==> src/rtl/booth_pkg.sv <==
// Shared types and constants for the decimal operand entry path.
package booth_pkg;

  typedef enum logic [1:0] {
    EDIT,
    CONVERT,
    CHECK
  } state_t;

  typedef logic [3:0] bcd_digit_t;

  localparam bcd_digit_t MAX_DIGIT = 4'd9;

  // Smallest accumulator width that holds 10^digits - 1, i.e. ceil(log2(10^digits)).
  function automatic int unsigned acc_width(input int unsigned digits);
    int unsigned pow;
    int unsigned w;
    pow = 1;
    w   = 0;
    for (int unsigned i = 0; i < digits; i++) begin
      pow = pow * 10;
    end
    for (int unsigned i = 0; i < 31; i++) begin
      if ((32'd1 << i) < pow) begin
        w = i + 1;
      end
    end
    return w;
  endfunction

  localparam int unsigned ACC_W_DEFAULT = acc_width(3);

endpackage

==> src/rtl/entrada_decimal_antirrebote.sv <==
// Push-button conditioner: 2-FF synchroniser, stable-level debounce counter
// and a one-cycle pulse on each accepted 0->1 transition.
module antirrebote #(
  parameter int unsigned DEBOUNCE_CYCLES = 1_000_000
) (
  input  logic clk,
  input  logic reset,
  input  logic btn_i,
  output logic pulse_o
);

  localparam int unsigned CNT_W = (DEBOUNCE_CYCLES > 1) ? $clog2(DEBOUNCE_CYCLES) : 1;
  localparam logic [CNT_W-1:0] CNT_LAST = CNT_W'(DEBOUNCE_CYCLES - 1);

  logic             meta_q;
  logic             sync_q;
  logic             level_q;
  logic             pulse_q;
  logic [CNT_W-1:0] cnt_q;

  // Synchronise, count consecutive disagreeing cycles, accept and emit pulse.
  always_ff @(posedge clk or negedge reset) begin
    if (!reset) begin
      meta_q  <= 1'b0;
      sync_q  <= 1'b0;
      level_q <= 1'b0;
      pulse_q <= 1'b0;
      cnt_q   <= '0;
    end else begin
      meta_q  <= btn_i;
      sync_q  <= meta_q;
      pulse_q <= 1'b0;
      if (sync_q != level_q) begin
        if (cnt_q == CNT_LAST) begin
          level_q <= sync_q;
          cnt_q   <= '0;
          pulse_q <= sync_q;
        end else begin
          cnt_q <= cnt_q + CNT_W'(1);
        end
      end else begin
        cnt_q <= '0;
      end
    end
  end

  assign pulse_o = pulse_q;

endmodule

==> src/rtl/entrada_decimal.sv <==
// Signed decimal operand entry: four debounced buttons edit sign + BCD digits,
// enter converts them by shift-add to two's complement and range-checks it.
module entrada_decimal
  import booth_pkg::*;
#(
  parameter int unsigned WIDTH           = 8,
  parameter int unsigned DIGITS          = 3,
  parameter int unsigned DEBOUNCE_CYCLES = 1_000_000
) (
  input  logic                  clk,
  input  logic                  reset,
  input  logic                  btn_arriba,
  input  logic                  btn_siguiente,
  input  logic                  btn_signo,
  input  logic                  btn_enter,
  output logic [WIDTH-1:0]      operando,
  output logic                  valido,
  output logic                  error,
  output logic                  ocupado,
  output logic [4*DIGITS-1:0]   bcd,
  output logic                  signo,
  output logic [1:0]            cursor
);

  localparam int unsigned      ACC_W      = acc_width(DIGITS);
  localparam logic [31:0]      NEG_LIMIT  = 32'd1 << (WIDTH - 1);
  localparam logic [31:0]      POS_LIMIT  = NEG_LIMIT - 32'd1;
  localparam logic [1:0]       CURSOR_TOP = 2'(DIGITS - 1);

  logic p_arriba, p_siguiente, p_signo, p_enter;

  antirrebote #(.DEBOUNCE_CYCLES(DEBOUNCE_CYCLES)) u_arriba (
    .clk(clk), .reset(reset), .btn_i(btn_arriba), .pulse_o(p_arriba));
  antirrebote #(.DEBOUNCE_CYCLES(DEBOUNCE_CYCLES)) u_siguiente (
    .clk(clk), .reset(reset), .btn_i(btn_siguiente), .pulse_o(p_siguiente));
  antirrebote #(.DEBOUNCE_CYCLES(DEBOUNCE_CYCLES)) u_signo (
    .clk(clk), .reset(reset), .btn_i(btn_signo), .pulse_o(p_signo));
  antirrebote #(.DEBOUNCE_CYCLES(DEBOUNCE_CYCLES)) u_enter (
    .clk(clk), .reset(reset), .btn_i(btn_enter), .pulse_o(p_enter));

  state_t           state_q;
  bcd_digit_t       digit_q [DIGITS];
  logic             signo_q;
  logic [1:0]       cursor_q;
  logic [1:0]       idx_q;
  logic [ACC_W-1:0] acc_q;
  logic [ACC_W-1:0] acc_d;
  logic [WIDTH-1:0] operando_q;
  logic [WIDTH-1:0] magnitude;
  logic             valido_q;
  logic             error_q;
  logic             ocupado_q;
  logic             overflow;

  // Multiply-by-ten via shifts and fold in the current digit (MSD first).
  always_comb begin
    acc_d = (acc_q << 3) + (acc_q << 1) + ACC_W'(digit_q[idx_q]);
  end

  // Range check against the signed limits; negative side allows one extra.
  always_comb begin
    overflow  = signo_q ? (32'(acc_q) > NEG_LIMIT) : (32'(acc_q) > POS_LIMIT);
    magnitude = WIDTH'(acc_q);
  end

  // Entry FSM: edits in EDIT, shift-add in CONVERT, range check in CHECK.
  always_ff @(posedge clk or negedge reset) begin
    if (!reset) begin
      state_q    <= EDIT;
      for (int unsigned i = 0; i < DIGITS; i++) begin
        digit_q[i] <= '0;
      end
      signo_q    <= 1'b0;
      cursor_q   <= CURSOR_TOP;
      idx_q      <= '0;
      acc_q      <= '0;
      operando_q <= '0;
      valido_q   <= 1'b0;
      error_q    <= 1'b0;
      ocupado_q  <= 1'b0;
    end else begin
      valido_q <= 1'b0;
      case (state_q)
        EDIT: begin
          if (p_enter) begin
            error_q   <= 1'b0;
            acc_q     <= '0;
            idx_q     <= CURSOR_TOP;
            ocupado_q <= 1'b1;
            state_q   <= CONVERT;
          end else if (p_arriba) begin
            error_q <= 1'b0;
            digit_q[cursor_q] <= (digit_q[cursor_q] == MAX_DIGIT) ? '0
                                                                 : digit_q[cursor_q] + 4'd1;
          end else if (p_siguiente) begin
            error_q  <= 1'b0;
            cursor_q <= (cursor_q == '0) ? CURSOR_TOP : cursor_q - 2'd1;
          end else if (p_signo) begin
            error_q <= 1'b0;
            signo_q <= ~signo_q;
          end
        end
        CONVERT: begin
          acc_q <= acc_d;
          idx_q <= idx_q - 2'd1;
          if (idx_q == '0) begin
            state_q <= CHECK;
          end
        end
        CHECK: begin
          if (overflow) begin
            error_q <= 1'b1;
          end else begin
            operando_q <= signo_q ? -magnitude : magnitude;
            valido_q   <= 1'b1;
          end
          ocupado_q <= 1'b0;
          state_q   <= EDIT;
        end
        default: begin
          ocupado_q <= 1'b0;
          state_q   <= EDIT;
        end
      endcase
    end
  end

  // Flatten digit registers for the display; units digit in the LSBs.
  always_comb begin
    bcd = '0;
    for (int unsigned i = 0; i < DIGITS; i++) begin
      bcd[4*i +: 4] = digit_q[i];
    end
  end

  assign operando = operando_q;
  assign valido   = valido_q;
  assign error    = error_q;
  assign ocupado  = ocupado_q;
  assign signo    = signo_q;
  assign cursor   = cursor_q;

endmodule

==> config.mk <==
export PLATFORM = sky130hd
export DESIGN_NAME = entrada_decimal
export DESIGN_NICKNAME = d
export VERILOG_FILES = /design/src/rtl/booth_pkg.sv /design/src/rtl/entrada_decimal_antirrebote.sv /design/src/rtl/entrada_decimal.sv
export SDC_FILE = /design/constraint.sdc
export NUM_CORES = 1
export LEC_CHECK = 0
export ABC_AREA = 1
export BUFFER_PORTS_ARGS = -buffer_cell sky130_fd_sc_hd__buf_2
export CAP_MARGIN = 30
export CORE_AREA = 3 3 165 167
export CTS_CLUSTER_SIZE = 40
export DETAILED_ROUTE_END_ITERATION = 10
export DIE_AREA = 0 0 168 170
export PLACE_DENSITY_LB_ADDON = 0.05
export SYNTH_ARGS = -nofsm -noshare
export SYNTH_HDL_FRONTEND = slang
export SYNTH_HIERARCHICAL = 1
export SYNTH_SLANG_ARGS = --single-unit
==> constraint.sdc <==
create_clock -name clk -period 6.6 [get_ports clk]
set_input_delay 0.66 -clock clk [delete_from_list [all_inputs] [get_ports clk]]
set_output_delay 0.66 -clock clk [all_outputs]
set_load 0.01 [all_outputs]
==> flow_metrics.tcl, run 1 <==
set metrics [dict create \
    run_status "finished, final reports clean" \
    worst_slew_margin_rel_pct 52.9 \
    design.die.area_um2 28600 \
    grt_pass1_vias 6210 \
    delay_of_the_slowest_cell_on_the_worst_path_ns 0.50 \
    critical_path.startpoint_type "flop" \
    crit_arrival_ns 2.71 \
    syn_nets 994 \
    die-width_um 168 \
    post-synth-top-count-cell "sky130_fd_sc_hd__nand2_1" \
    route.detailed.wl_per_inst_um 13.8 \
    drtPass1Iterations 5 \
    synth_sequential_area_ratio_pct 43.9 \
    tritoncts.num_buffers 17 \
    clockRootBuffer "sky130_fd_sc_hd__clkbuf_16" \
    whs_ns 0.259 \
    top_post_synthesis_cells_by_count "sky130_fd_sc_hd__nand2_1 (189), sky130_fd_sc_hd__nor2_1 (168), sky130_fd_sc_hd__dfrtp_1 (135)" \
    yosysUniqueCellTypes 35 \
    synth-edff-count 0 \
    cts_hold_buf 0 \
    antenna_found_initial 1 \
    clock_path_buffers 2 \
    initial_standard_cell_utilization_of_the_core_pct 29.9 \
    detailedPlacementHpwl_um 13800 \
    number_of_buffers_inserted_by_post_cts_setup_repair 0 \
    remaining_global_route_overflow 0 \
    syn-instance-count 962 \
    setup-violations-final 0 \
    postRouteAntennaNets 0 \
    area_of_the_placeable_core_um2 25900 \
    critical_path_required_ns 6.88 \
    worst_pin_slew_ns 0.707 \
    critPathTopFamily "adder cells" \
    synth_flop_cell "sky130_fd_sc_hd__dfrtp_1" \
    setup.worst_path.end_class "flop" \
    multi_input_comb_area_um2 3920 \
    ys_ff_latch 136 \
    synth_top_cell_by_area "sky130_fd_sc_hd__dfrtp_1" \
    crit_slowest_cell "sky130_fd_sc_hd__fa_1" \
    hold_viol_final 0 \
    final.fill_count 2727 \
    fin_util_pct 34.5 \
    finish.instance_area_um2 8930 \
    finalCritPeriodShare_pct 36.9 \
    grt_first_pass_wirelength_um 32300 \
    synth.yosys.warnings 6 \
    worst_skew_pair.late_latency_ns 0.42 \
    crit_fanout 6 \
    rsz0062_at_grt "false" \
    synth_area_um2 7750 \
    cts.clk_slew.worst_paths_ns 0.06 \
    totalWireLength_um 18800 \
    antenna_cells 0 \
    register_area_um2 3400 \
    cts_repair_resize_count 0 \
    crit_path_cell_trace "nor2_1 > a22oi_1 > fa_1 > inv_1 > fa_1 > nand3_1 > nand3_1 > o21ai_0 > o21ai_0" \
    clock_tree.htree_level_count 4 \
    cp.buffers_inverters 1 \
    top_area_cells_in_the_synthesized_netlist "sky130_fd_sc_hd__dfrtp_1 (44%), sky130_fd_sc_hd__nand2_1 (9.2%), sky130_fd_sc_hd__nor2_1 (8.1%)" \
    largest_net_degree_at_the_start_of_global_routing 70 \
    fmax_ghz 0.411 \
    clock_skew_ns 0.0120 \
    ioPinCount 32 \
    core.rowCount 59 \
    irDropWorstVdd_uv 144 \
    drive_gt1_share_pct 17.2 \
    criticalPathCategory "reg2reg" \
    power.leakage_nw 4.05 \
    final_net_count 1044 \
    place.port_buffers 31 \
    globalRouteTotalUtil_pct 14.0 \
    synthDominantCellAreaShare_pct 43.6 \
    postSynthAreaPerCell_um2 8.05 \
    finalWeightedCongestion 0.767 \
    fp.dieH_um 170 \
    drc_errors 0 \
    clock_sink_count 136 \
    async_s_r_ff_share_synth_pct 100 \
    via_count_of_the_routed_design 6132 \
    hold_path_class "in2async" \
    route.detailed.vias_per_inst 4.51 \
    timing.final.crit_period_ns 2.43 \
    synthToLayoutAreaGrowth_pct 15.3 \
    timing.final.max_slew_violations 0 \
    cts_tree "done" \
    fin_tns_setup_ns 0 \
    drt_iter0_markers 409 \
    power_per_standard_cell_area_nw_per_um2 208 \
    max-cap-violations 0 \
    placed_cell_areas_um2 8320 \
]
[logic make-up after synthesis]
group | synth area share [%]
buffers and inverters | 5.49
AND/OR/NAND/NOR | 34.3
AO/OA/AOI/OAI | 6.20
adder cells (fa/ha/maj) | 4.39
XOR/XNOR | 5.70
flip-flops | 43.9
[layer usage]
layer,global-route usage [%],vias up,part of all wire [%]
li1,-,3190,-
met1,20.1,2857,52
met2,21.7,73,44
met3,3.25,10,3.4
met4,2.95,2,0.67
met5,0,-,0.053
[per-stage QoR]
stage                     instances  setup WS, ns  power [mW]
after global routing           1359          3.92        1.95
after floorplan                 962          4.39       0.883
after global placement         1327          4.16       0.913
after detailed placement       1327          4.14       0.913
final                          1359          4.17        1.86
after CTS                      1358          4.14        1.91
[cell usage in the layout (no fill, tap or decap), types with 3 or more instances in the layout]
master                       synthesis  layout
sky130_fd_sc_hd__clkinv_2            0       3
sky130_fd_sc_hd__nor2_1            168     168
sky130_fd_sc_hd__nor2_2             31      31
sky130_fd_sc_hd__buf_2               1      30
sky130_fd_sc_hd__nand2_2            25      25
sky130_fd_sc_hd__o21ai_0            34      34
sky130_fd_sc_hd__inv_2              10      10
sky130_fd_sc_hd__bufinv_16           0       3
sky130_fd_sc_hd__inv_1              99      99
sky130_fd_sc_hd__nor2_4             12      12
sky130_fd_sc_hd__nand3_1            65      65
sky130_fd_sc_hd__or2_2               4       4
sky130_fd_sc_hd__o21ai_1            15      15
sky130_fd_sc_hd__xor2_2              4       4
sky130_fd_sc_hd__clkinv_4            0       3
sky130_fd_sc_hd__clkbuf_16           0      17
sky130_fd_sc_hd__nand4_1            21      21
sky130_fd_sc_hd__a21oi_1            20      20
sky130_fd_sc_hd__nand3b_1            6       6
sky130_fd_sc_hd__xor2_1             33      33
sky130_fd_sc_hd__xnor2_1            10      10
sky130_fd_sc_hd__o21ai_2             7       7
sky130_fd_sc_hd__ha_1               24      24
sky130_fd_sc_hd__nor3_1             16      16
sky130_fd_sc_hd__dfrtp_1           135     135
sky130_fd_sc_hd__nand2_1           189     189
sky130_fd_sc_hd__nand3_2             9       9
sky130_fd_sc_hd__nor3b_2             8       8
sky130_fd_sc_hd__clkinvlp_4          0       3
[cell type report]
cell class	count	area share, %
flip-flops and latches	136	38.1
inverters	109	4.58
multi-input cells	715	43.9
clock inverters	12	1.72
well taps	335	4.69
repair buffers	33	2.20
clock buffers	19	4.85
[worst reg2reg max path, cell delays in order (launching register included)]
cell                      delay (ns)
sky130_fd_sc_hd__dfrtp_1        0.42
sky130_fd_sc_hd__nor2_1         0.23
sky130_fd_sc_hd__a22oi_1        0.16
sky130_fd_sc_hd__fa_1           0.50
sky130_fd_sc_hd__inv_1          0.07
sky130_fd_sc_hd__fa_1           0.48
sky130_fd_sc_hd__nand3_1        0.10
sky130_fd_sc_hd__nand3_1        0.09
sky130_fd_sc_hd__o21ai_0        0.16
sky130_fd_sc_hd__o21ai_0        0.10
[report_power, final]
group | internal, mW | switching [mW]
combinational | 0.0116 | 0.0366
sequential | 0.842 | 0.00603
clock | 0.592 | 0.372
[sequential cells by signal, summed over array words and instances, names as in the netlist, 8 cells and up]
name	count
acc_q	10
bcd	12
operando	8
u_arriba/cnt_q	20
u_enter/cnt_q	20
u_signo/cnt_q	20
u_siguiente/cnt_q	20
[path summary, 6_finish.rpt]
check	cells past startpoint	to	from	slack, ns
max	9	acc_q[6]	idx_q[0]	4.17
min	1	operando[4]	reset	0.26
max reg2reg	9	acc_q[6]	idx_q[0]	4.17
min reg2reg	0	u_enter/sync_q	u_enter/meta_q	0.35
max in group asynchronous	3	u_signo/cnt_q[19]	reset	5.27
min in group clk	0	u_enter/sync_q	u_enter/meta_q	0.35
Power figures use the tool's default switching activity.
==> run 2, diff against run 1 <==
Clock period 6.6 ns to 2.5 ns, I/O delays scaled along.
==> run 2 against run 1 <==
  * Design area increased by 0.52%
  * Combinational power increased to 2.8 times the previous value
  * Via count increased by 0.44%
  * Wire length increased by 0.33%
  * Sequential share of layout area decreased by 0.18 points
  * Clock skew increased by 0.0034 ns
==> flow_metrics.tcl, run 2 (synthesis gave the netlist of run 1 again) <==
set metrics [dict create \
    criticalPathCategory "reg2reg" \
    power.total_mw 4.78 \
    final.fill_count 2788 \
    power.leakage_nw 4.07 \
    hold_path_end "u_signo/sync_q" \
    final_net_count 1052 \
    layout.cells.most_common "sky130_fd_sc_hd__nand2_1" \
    drive_gt1_share_pct 18.0 \
    worst_skew_pair.late_latency_ns 0.42 \
    clock_sink_count 136 \
    hold_path_depth 0 \
    run_status "finished, final reports clean" \
    cts.clk_slew.worst_paths_ns 0.07 \
    fp.dieH_um 170 \
    drc_errors 0 \
    critical_path_required_ns 2.79 \
    number_of_buffers_inserted_by_post_cts_setup_repair 0 \
    route.detailed.vias_per_inst 4.50 \
    ioPinCount 32 \
    route.detailed.wl_per_inst_um 13.8 \
    totalWireLength_um 18800 \
    design.die.area_um2 28600 \
    crit_fanout 6 \
    clock_tree.htree_level_count 4 \
    fmax_ghz 0.428 \
    worst_pin_slew_ns 0.657 \
    hold_viol_final 0 \
    grt_first_pass_wirelength_um 32600 \
    drt_iter0_markers 284 \
    whs_ns 0.374 \
    worst-r2r-setup-slack_ns 0.16 \
    die-width_um 168 \
    worst_slew_margin_rel_pct 56.2 \
    cts_tree "done" \
    core.rowCount 59 \
    hold_path_class "reg2reg" \
    worstSetupStartpoint "idx_q[0]" \
    synthToLayoutAreaGrowth_pct 15.9 \
    fin_tns_setup_ns 0 \
    drtPass1Iterations 4 \
    max-cap-violations 0 \
    top_library_cells_by_usage_in_the_layout_fill_and_taps_aside "sky130_fd_sc_hd__nand2_1 (189), sky130_fd_sc_hd__nor2_1 (167), sky130_fd_sc_hd__dfrtp_1 (134)" \
    antenna_cells 0 \
    power_per_standard_cell_area_nw_per_um2 533 \
    setup.worst_path.end_class "flop" \
    clock_path_buffers 2 \
    tritoncts.num_buffers 17 \
    placed_cell_areas_um2 8360 \
    irDropWorstVdd_uv 366 \
    postRouteAntennaNets 0 \
    critical_path.reg2reg.endpoint "acc_q[6]" \
    clockRootBuffer "sky130_fd_sc_hd__clkbuf_16" \
    globalRouteTotalUtil_pct 14.1 \
    largest_net_degree_at_the_start_of_global_routing 64 \
    initial_standard_cell_utilization_of_the_core_pct 29.9 \
    finish.instance_area_um2 8980 \
    critical_path.startpoint_type "flop" \
    timing.final.max_slew_violations 0 \
    via_count_of_the_routed_design 6159 \
    timing.final.crit_period_ns 2.34 \
    clock_skew_ns 0.0155 \
    timing.reg2reg.worst_path_depth 9 \
    detailedPlacementHpwl_um 14100 \
    grt_pass1_vias 6280 \
    critical_path.reg2reg.startpoint "idx_q[0]" \
    remaining_global_route_overflow 0 \
    place.port_buffers 31 \
    worst_hold_startpoint "u_signo/meta_q" \
    setup-violations-final 0 \
    antenna_found_initial 0 \
    area_of_the_placeable_core_um2 25900 \
    finalWeightedCongestion 0.780 \
    crit_arrival_ns 2.63 \
    finalCritPeriodShare_pct 93.4 \
    register_area_um2 3410 \
    multi_input_comb_area_um2 3930 \
]
run 2: worst max path at each step:
stage          depth (start not counted)       end
6_report                               9  acc_q[6]
2_1_floorplan                          9  acc_q[6]
5_1_grt                               12  acc_q[9]
3_5_place_dp                          12  acc_q[7]
4_1_cts                               13  acc_q[9]
3_3_place_gp                          12  acc_q[7]
run 2: routing by layer:
metal  global-route usage (%)  vias to the layer above  part of all wire (%)
met2                     22.8                       63                    46
met5                        0                        -                     0
met1                     19.4                     2864                    51
met4                     3.74                        0                   1.1
met3                     3.00                       17                   2.6
li1                         -                     3215                     -
run 2: per-stage QoR:
stage | setup slack (ns) | util [%] | std cells
3_3_place_gp | 0.0780 | 32.3 | 1331
5_1_grt | -0.00626 | 34.7 | 1368
6_report | 0.165 | 34.7 | 1368
3_5_place_dp | 0.0813 | 32.3 | 1331
4_1_cts | 0.0657 | 34.6 | 1368
2_1_floorplan | 0.289 | - | 962
run 2: worst max-delay path, stage by stage, from the launching register on:
cell and delay [ns]:
sky130_fd_sc_hd__dfrtp_2 0.45, sky130_fd_sc_hd__nor2_2 0.20, sky130_fd_sc_hd__a22oi_2 0.12, sky130_fd_sc_hd__fa_1 0.48, sky130_fd_sc_hd__inv_1 0.06, sky130_fd_sc_hd__fa_1 0.48
sky130_fd_sc_hd__nand3_1 0.11, sky130_fd_sc_hd__nand3_1 0.08, sky130_fd_sc_hd__o21ai_0 0.14, sky130_fd_sc_hd__o21ai_0 0.09
run 2: area by class of cell:
type,instances,share of cell area (%)
multi-input combinational,715,43.7
inverter,109,4.58
timing repair buffer,41,2.91
clock inverter,14,1.42
sequential,136,37.9
tap,335,4.67
clock buffer,18,4.78
run 2: timing repair:
| item | 4_1_cts | 5_1_grt |
|---|---|---|
| endpoints found under the setup margin | 0 | 5 |
| hold endpoints to repair | 63 | 0 |
| resized for setup | 0 | 7 |
| hold buffers | 5 | 0 |
run 2: power by group:
group / total, mW / internal [mW] / switching [mW]
Combinational: 0.134 / 0.0363 / 0.0972
Clock: 2.41 / 1.37 / 1.04
Sequential: 2.24 / 2.22 / 0.0171
